===== config.mk =====
export PLATFORM = sky130hd
export DESIGN_NAME = serial_stream_arbiter
export DESIGN_NICKNAME = d
export VERILOG_FILES = /design/src/rtl/serial_stream_arbiter.sv
export SDC_FILE = /design/constraint.sdc
export NUM_CORES = 1
export LEC_CHECK = 0
export BUFFER_PORTS_ARGS = -buffer_cell sky130_fd_sc_hd__buf_2
export CORE_MARGIN = 10
export CORE_UTILIZATION = 55
export DETAILED_ROUTE_END_ITERATION = 12
export HOLD_SLACK_MARGIN = 0.06
export PLACE_DENSITY_LB_ADDON = 0.3
export SYNTH_ARGS = -nofsm -noshare
export SYNTH_HDL_FRONTEND = slang
export SYNTH_SLANG_ARGS = --single-unit

===== constraint.sdc =====
create_clock -name clk -period 7.2 [get_ports clk]
set_input_delay 0.72 -clock clk [delete_from_list [all_inputs] [get_ports clk]]
set_output_delay 0.72 -clock clk [all_outputs]
set_load 0.01 [all_outputs]

===== src/rtl/serial_stream_arbiter.sv =====
// Round-robin arbiter that serialises one requester's burst into a shared
// serial detector and reports the number of detector hits per burst.
// Ports: clk, reset_n (async, active low); req/len/payload per requester in;
// gnt one-hot grant, busy; det_reset/det_x1 to detector, det_outp from it;
// done pulse with done_id and hit_cnt, both held until the next done.
module serial_stream_arbiter #(
  parameter int NUM_REQ = 4,
  parameter int MAX_LEN = 64,
  parameter int DET_LAT = 1
) (
  input  logic         clk,
  input  logic         reset_n,
  input  logic [3:0]   req,
  input  logic [27:0]  len,
  input  logic [255:0] payload,
  output logic [3:0]   gnt,
  output logic         busy,
  output logic         det_reset,
  output logic         det_x1,
  input  logic         det_outp,
  output logic         done,
  output logic [1:0]   done_id,
  output logic [6:0]   hit_cnt
);

  localparam logic [6:0] LMAX = 7'(MAX_LEN);
  localparam logic [1:0] DL   = 2'(DET_LAT);
  localparam logic [6:0] DL7  = 7'(DET_LAT);

  typedef enum logic [2:0] {
    IDLE, CLR, SHIFT, DRAIN, DONE
  } state_t;

  state_t      state, state_d;
  logic [63:0] sh, sh_d;
  logic [6:0]  lq, lq_d;
  logic [6:0]  cnt, cnt_d;
  logic [1:0]  dcnt, dcnt_d;
  logic [6:0]  t, t_d;
  logic [6:0]  acc, acc_d;
  logic [1:0]  ptr, ptr_d;
  logic [1:0]  win, win_d;
  logic [3:0]  gnt_d;
  logic        done_d, x1_d;
  logic [1:0]  done_id_d;
  logic [6:0]  hit_d;

  logic        found;
  logic [1:0]  pick, idx;
  logic [6:0]  raw, eff;
  logic [63:0] pay;
  logic        counting;

  always_comb begin
    state_d   = state;
    sh_d      = sh;
    lq_d      = lq;
    cnt_d     = cnt;
    dcnt_d    = dcnt;
    t_d       = t;
    acc_d     = acc;
    ptr_d     = ptr;
    win_d     = win;
    gnt_d     = gnt;
    done_d    = 1'b0;
    done_id_d = done_id;
    hit_d     = hit_cnt;
    x1_d      = 1'b0;
    found     = 1'b0;
    pick      = ptr;
    idx       = ptr;

    for (int k = 0; k < NUM_REQ; k++) begin
      idx = ptr + 2'(k);
      if (!found && req[idx]) begin
        found = 1'b1;
        pick  = idx;
      end
    end

    raw = len[int'(pick)*7 +: 7];
    eff = (raw > LMAX) ? LMAX : raw;
    pay = payload[int'(pick)*64 +: 64];
    // Detector output is valid DET_LAT cycles after each shifted bit.
    counting = (t >= DL7);

    unique case (state)
      IDLE: begin
        if (found) begin
          gnt_d   = 4'b0001 << pick;
          win_d   = pick;
          ptr_d   = pick + 2'd1;
          lq_d    = eff;
          // Left-align so bit L-1 of the burst sits at bit 63.
          sh_d    = pay << (7'd64 - eff);
          acc_d   = 7'd0;
          state_d = CLR;
        end
      end
      CLR: begin
        t_d = 7'd0;
        if (lq == 7'd0) begin
          state_d = DONE;
        end else begin
          state_d = SHIFT;
          x1_d    = sh[63];
          sh_d    = sh << 1;
          cnt_d   = lq - 7'd1;
        end
      end
      SHIFT: begin
        t_d = t + 7'd1;
        if (counting && det_outp) acc_d = acc + 7'd1;
        if (cnt == 7'd0) begin
          state_d = (DL == 2'd0) ? DONE : DRAIN;
          dcnt_d  = DL - 2'd1;
        end else begin
          x1_d  = sh[63];
          sh_d  = sh << 1;
          cnt_d = cnt - 7'd1;
        end
      end
      DRAIN: begin
        t_d = t + 7'd1;
        if (counting && det_outp) acc_d = acc + 7'd1;
        if (dcnt == 2'd0) state_d = DONE;
        else dcnt_d = dcnt - 2'd1;
      end
      DONE: begin
        gnt_d   = 4'b0000;
        state_d = IDLE;
      end
      default: state_d = IDLE;
    endcase

    if (state_d == DONE) begin
      done_d    = 1'b1;
      done_id_d = win;
      hit_d     = acc_d;
    end
  end

  always_ff @(posedge clk or negedge reset_n) begin
    if (!reset_n) begin
      state     <= IDLE;
      sh        <= '0;
      lq        <= '0;
      cnt       <= '0;
      dcnt      <= '0;
      t         <= '0;
      acc       <= '0;
      ptr       <= '0;
      win       <= '0;
      gnt       <= '0;
      busy      <= 1'b0;
      det_reset <= 1'b1;
      det_x1    <= 1'b0;
      done      <= 1'b0;
      done_id   <= '0;
      hit_cnt   <= '0;
    end else begin
      state     <= state_d;
      sh        <= sh_d;
      lq        <= lq_d;
      cnt       <= cnt_d;
      dcnt      <= dcnt_d;
      t         <= t_d;
      acc       <= acc_d;
      ptr       <= ptr_d;
      win       <= win_d;
      gnt       <= gnt_d;
      busy      <= (state_d != IDLE);
      det_reset <= (state_d == IDLE) || (state_d == CLR);
      det_x1    <= x1_d;
      done      <= done_d;
      done_id   <= done_id_d;
      hit_cnt   <= hit_d;
    end
  end

endmodule


==> flow_summary.ini, run 1 <==
[synth]
ys_async_sr_fraction_pct = 100
muxShareOfSynthArea_pct = 19.8
ys_types = 74
synth_compound_area_share_pct = 30.0
yosysWarnings = 0
synth_top_family_by_area = compound AO/OA/AOI/OAI gates
synthesis.area_um2 = 12100
yosys.area_share.adder_pct = 1.03
synth_seq_cells = 118
synth_edf_count = 0
yosysTopAreaCell = dfrtp_1
syn_area_per_cell_um2 = 7.97
synth_flop_cell = dfrtp_1
syn_nets = 1824
yosys.area_share.xor_xnor_pct = 0.660
post_synth_and_or_nand_nor_area_fraction_pct = 18.6
synthTopCellsByArea = dfrtp_1 24%, mux4_2 8.5%, nand2_1 7.1%, a21oi_1 6.8%, mux2i_1 6.3%
synth.top_cell.area_share_pct = 24.1
syn_inst = 1523
synth.yosys.seq_area_share_pct = 24.3

[place]
place_area_um2 = 13700
detailed_place_hpwl_um = 39400
io_buffers = 307
place_ws_ns = 1.44
gp_congestion = 1.08

[floorplan]
die_h_um = 169
dieArea_um2 = 28400
die_w_um = 169
io_pins = 308
start_util_pct = 55.8
core_area_um2 = 21800
num_rows = 54

[setup_path]
crit_arrival_ns = 5.78
slowest_delay_ns = 0.79
slowest_stage = nand3_1
crit_chain = nor2b_1 > o21ai_0 > o211a_2 > inv_2 > buf_4 > nand3_1 > a222oi_1 > a21o_1 > nand3_1 > nand3_1 > nor2_1 > a221oi_1 > o211ai_1
cpLargestDelayFamily = simple AND/OR/NAND/NOR gates
startpoint_type = register
cp_num_buf_inv = 2
crit_required_ns = 7.46
end_kind = register
crit_top_cell = nand3_1
crit_type = register to register
worst-path-max-fanout = 78
ff2ff_setup_slack_ns = 1.68

[sta]
finalSetupTns_ns = 0
hold_violations = 0
final-max-slew-violation-count = 0
whs_ns = 0.389
fin_crit_ns = 5.52
worst_slew_pin_slew_ns = 1.36
rsz0062_at_grt = false
period_share_pct = 76.6
fin_skew_ns = 0.0156
slew_headroom_pct = 8.35
worst_slack_ns = 1.68
finalSetupViolCount = 0
max_freq_ghz = 0.181

[grt]
antenna_found_initial = 5
grt_pass1_wl_um = 79000
grt_pass1_vias = 13400
grt_usage_pct = 34.6
grt_max_degree = 102
overflow = 0

[clock_tree]
cts_buffer_depth = 2
cts_num_sinks = 118
cts_setup_buffers = 0
htreeDepth = 4
numCtsBuffers = 17
clk_pin_slew_ns = 0.06
insertion_delay_ns = 0.42
postCtsHoldBufs = 0
cts_resized = 0
cts_root_buffer = clkbuf_16
cts_tree = done

[routing]
drtIter0Drc = 2303
drt-pass1-iter-count = 6
vias = 14100
ant_nets = 0
drt_wl_total_um = 51700
drc = 0
via_per_inst = 6.93
wl_per_cell_um = 25.4

[final_layout]
fin_nets = 2042
layout-drive-gt1-share_pct = 27.8
stdcell_area_um2 = 14300
final_cell_mix = 306 x buf_2, 230 x nand2_1, 164 x a21oi_1
num-fill-cells = 1910
layout_commonest_cell = buf_2
area_delta_synth_final_pct = 17.9

[run_status]
status = finished, final reports clean

[hold_path]
hp-class = input port to async pin

[run]
max-cap-violations = 0
[worst reg2reg max path: stages, from the launching register on]
cell	delay [ns]
dfrtp_1	0.44
nor2b_1	0.25
o21ai_0	0.16
o211a_2	0.15
inv_2	0.14
buf_4	0.64
nand3_1	0.38
a222oi_1	0.76
a21o_1	0.25
nand3_1	0.62
nand3_1	0.80
nor2_1	0.31
a221oi_1	0.34
o211ai_1	0.12
[state kept, by name (all words and copies together) (netlist names), 3 cells and up]
| name | cells |
|---|---|
| acc | 7 |
| cnt | 7 |
| gnt | 4 |
| hit_cnt | 7 |
| lq | 7 |
| sh | 64 |
| state | 3 |
| t | 7 |
[cell usage after synthesis (all sizes together), types with 6 or more instances]
cell and instances:
buf 51, a22o 44, nor3 34, a2bb2oi 8, nand3 54, o221ai 6
a32oi 10, o211ai 13, nor4 8, a221oi 18, inv 20, a32o 10
clkbuf 86, nand2 231, o22a 6, o21ai 98, a21oi 165, nor2 133
a211oi 18, o31ai 8, mux2 28, a22oi 10, dfrtp 117, and3 19
a31o 10, a211o 7, o21a 7, mux4 57, mux2i 76, ha 10
a31oi 23, o22ai 58, nor2b 7, or2 9
[kinds of logic (layout without fill, tap and decap cells)]
kind of cell,after synthesis,count (layout)
xor+xnor,7,7
buf+inv,157,388
fa+ha+maj,10,10
other cells,0,5
compound gates,551,551
mux,161,161
flops,118,118
simple gates,519,519
[worst paths after layout]
check	start	end	depth (start not counted)
min in group clk	done_id[1]	done_id[1]	2
min	reset_n	busy	1
max in group asynchronous	reset_n	sh[55]	2
min reg2reg	done_id[1]	done_id[1]	2
max	ptr[0]	sh[55]	13
max reg2reg	ptr[0]	sh[55]	13
[metrics by stage]
step | utilization, % | instances
floorplan | - | 1523
global placement | 62.9 | 2002
detailed placement | 62.9 | 2002
finish | 65.8 | 2039
global route | 65.8 | 2038
CTS | 65.7 | 2034
[layout make-up]
type,instances,area (um^2),share of cell area [%]
inverters,20,77.6,0.542
clock inverters,12,140,0.979
clock buffers,20,467,3.26
well taps,280,350,2.45
diodes,5,12.5,0.0874
flip-flops and latches,118,2950,20.6
repair buffers,336,1770,12.4
multi-input cells,1248,8540,59.7
[routing by layer]
layer  up-vias  global-route usage [%]  routed length [um]
met5         -                       0                  13
met4         2                    14.5                2030
met3       150                    8.13                6010
met2       987                    53.3               23600
met1      6740                    45.7               20000
li1       6253                       -                   -
Power of run 1 is not shown: default switching activity piles up to over one toggle a cycle in this logic, so the estimate is an artifact.
==> run 2, diff against run 1 <==
--- a/config.mk
+++ b/config.mk
@@ -7,7 +7,7 @@
 export LEC_CHECK = 0
 export BUFFER_PORTS_ARGS = -buffer_cell sky130_fd_sc_hd__buf_2
 export CORE_MARGIN = 10
-export CORE_UTILIZATION = 55
+export CORE_UTILIZATION = 50
 export DETAILED_ROUTE_END_ITERATION = 12
 export HOLD_SLACK_MARGIN = 0.06
 export PLACE_DENSITY_LB_ADDON = 0.3
==> constraint.sdc (replaced) <==
create_clock -name clk -period 4.5 [get_ports clk]
set_input_delay 0.45 -clock clk [delete_from_list [all_inputs] [get_ports clk]]
set_output_delay 0.45 -clock clk [all_outputs]
set_load 0.01 [all_outputs]
==> run 2 against run 1 <==
Critical path depth increased by 2. Design area is 5.3% higher. Clock skew shrank 0.0031 ns. Count of clock-buffer cells in the layout down 1. Sequential share of layout area fell by 1.0 points.
==> flow_summary.ini, run 2 (same netlist as run 1, synthesis figures left out) <==
[sta]
hold_violations = 0
worst_slew_pin_slew_ns = 0.958
fin_skew_ns = 0.0125
whs_ns = 0.191
slew_headroom_pct = 36.1
period_share_pct = 96.7
worst_slack_ns = 0.150
fin_crit_ns = 4.35
final-max-slew-violation-count = 0
finalSetupTns_ns = 0
finalSetupViolCount = 0
max_freq_ghz = 0.230
rsz0062_at_grt = false

[routing]
drc = 0
via_per_inst = 6.75
drtIter0Drc = 1934
drt-pass1-iter-count = 6
ant_nets = 0
drt_wl_total_um = 54800
wl_per_cell_um = 25.5
vias = 14500

[place]
dpl.cell_count = 2110
io_buffers = 307
place_ws_ns = 0.0350
detailed_place_hpwl_um = 42500
gp_congestion = 1.05

[setup_path]
crit_arrival_ns = 4.68
startpoint_type = register
crit_type = register to register
ff2ff_setup_slack_ns = 0.15
worst-path-max-fanout = 60
end_kind = register
crit_required_ns = 4.83

[run]
max-cap-violations = 0

[clock_tree]
clk_pin_slew_ns = 0.06
insertion_delay_ns = 0.42
cts_buffer_depth = 2
numCtsBuffers = 17
htreeDepth = 4
cts_tree = done
cts_root_buffer = clkbuf_16
postCtsHoldBufs = 0
cts_num_sinks = 118

[hold_path]
hp-class = input port to async pin

[grt]
grt_usage_pct = 34.3
grt_pass1_vias = 14000
grt_pass1_wl_um = 83600
antenna_found_initial = 6
grt_max_degree = 128
overflow = 0

[floorplan]
dieArea_um2 = 30900
core_area_um2 = 23700
start_util_pct = 51.2
io_pins = 308
die_h_um = 176
die_w_um = 176
num_rows = 56

[final_layout]
regMostFlops = sh
largest_reg_flops = 64
fin_nets = 2112
layout_commonest_cell = buf_2
num-fill-cells = 2126
stdcell_count = 2147
area_delta_synth_final_pct = 24.2
layout-drive-gt1-share_pct = 31.2
final_cell_mix = 306 x buf_2, 230 x nand2_1, 163 x a21oi_1

[run_status]
status = finished, final reports clean
run 2: final cells by class:
class                      instances  area [um^2]  area share (%)
multi-input combinational       1248         8620            57.2
sequential                       118         2950            19.6
timing repair buffer             406         2420            16.1
clock buffer                      19          443            2.94
tap                              319          399            2.65
clock inverter                    13          146           0.971
inverter                          20         80.1           0.531
antenna                            4         10.0          0.0664
run 2: per-layer routing:
layer / up-vias / GRT usage, % / part of all wire, %
met5: - / 0 / 0.049
met4: 4 / 13.2 / 4.1
met3: 151 / 9.59 / 11
met2: 976 / 53.7 / 46
met1: 6975 / 44.0 / 39
li1: 6392 / - / -
run 2: per-stage QoR:
stage	util [%]	cell area, um^2
2_1_floorplan	-	12200
3_3_place_gp	61.0	14400
3_5_place_dp	61.0	14400
4_1_cts	63.4	15000
5_1_grt	63.6	15100
6_report	63.7	15100
run 2: what timing repair did:
action	4_1_cts	5_1_grt
setup endpoints to repair	0	11
gates resized for setup	0	4
buffers inserted	0	1
run 2: path summary, 6_finish.rpt:
kind / start / end / depth (start not counted)
min in group clk: done_id[0] / done_id[0] / 2
max reg2reg: ptr[1] / sh[27] / 15
max in group asynchronous: reset_n / sh[45] / 2
min reg2reg: done_id[0] / done_id[0] / 2
max: ptr[1] / sh[27] / 15
min: reset_n / t[6] / 1
run 2: critical path, stage by stage, from the launching register on:
cell	delay (ns)
dfrtp_1	0.41
buf_4	0.17
nor3b_2	0.26
nor4_4	0.08
nor2_4	0.16
buf_4	0.38
buf_4	0.56
a21oi_1	0.17
a22o_1	0.34
mux4_2	0.55
nor2_1	0.39
nor2_1	0.07
a31oi_1	0.22
buf_4	0.21
mux2i_1	0.09
o22ai_1	0.18
Power of run 2 is left out for the same reason.
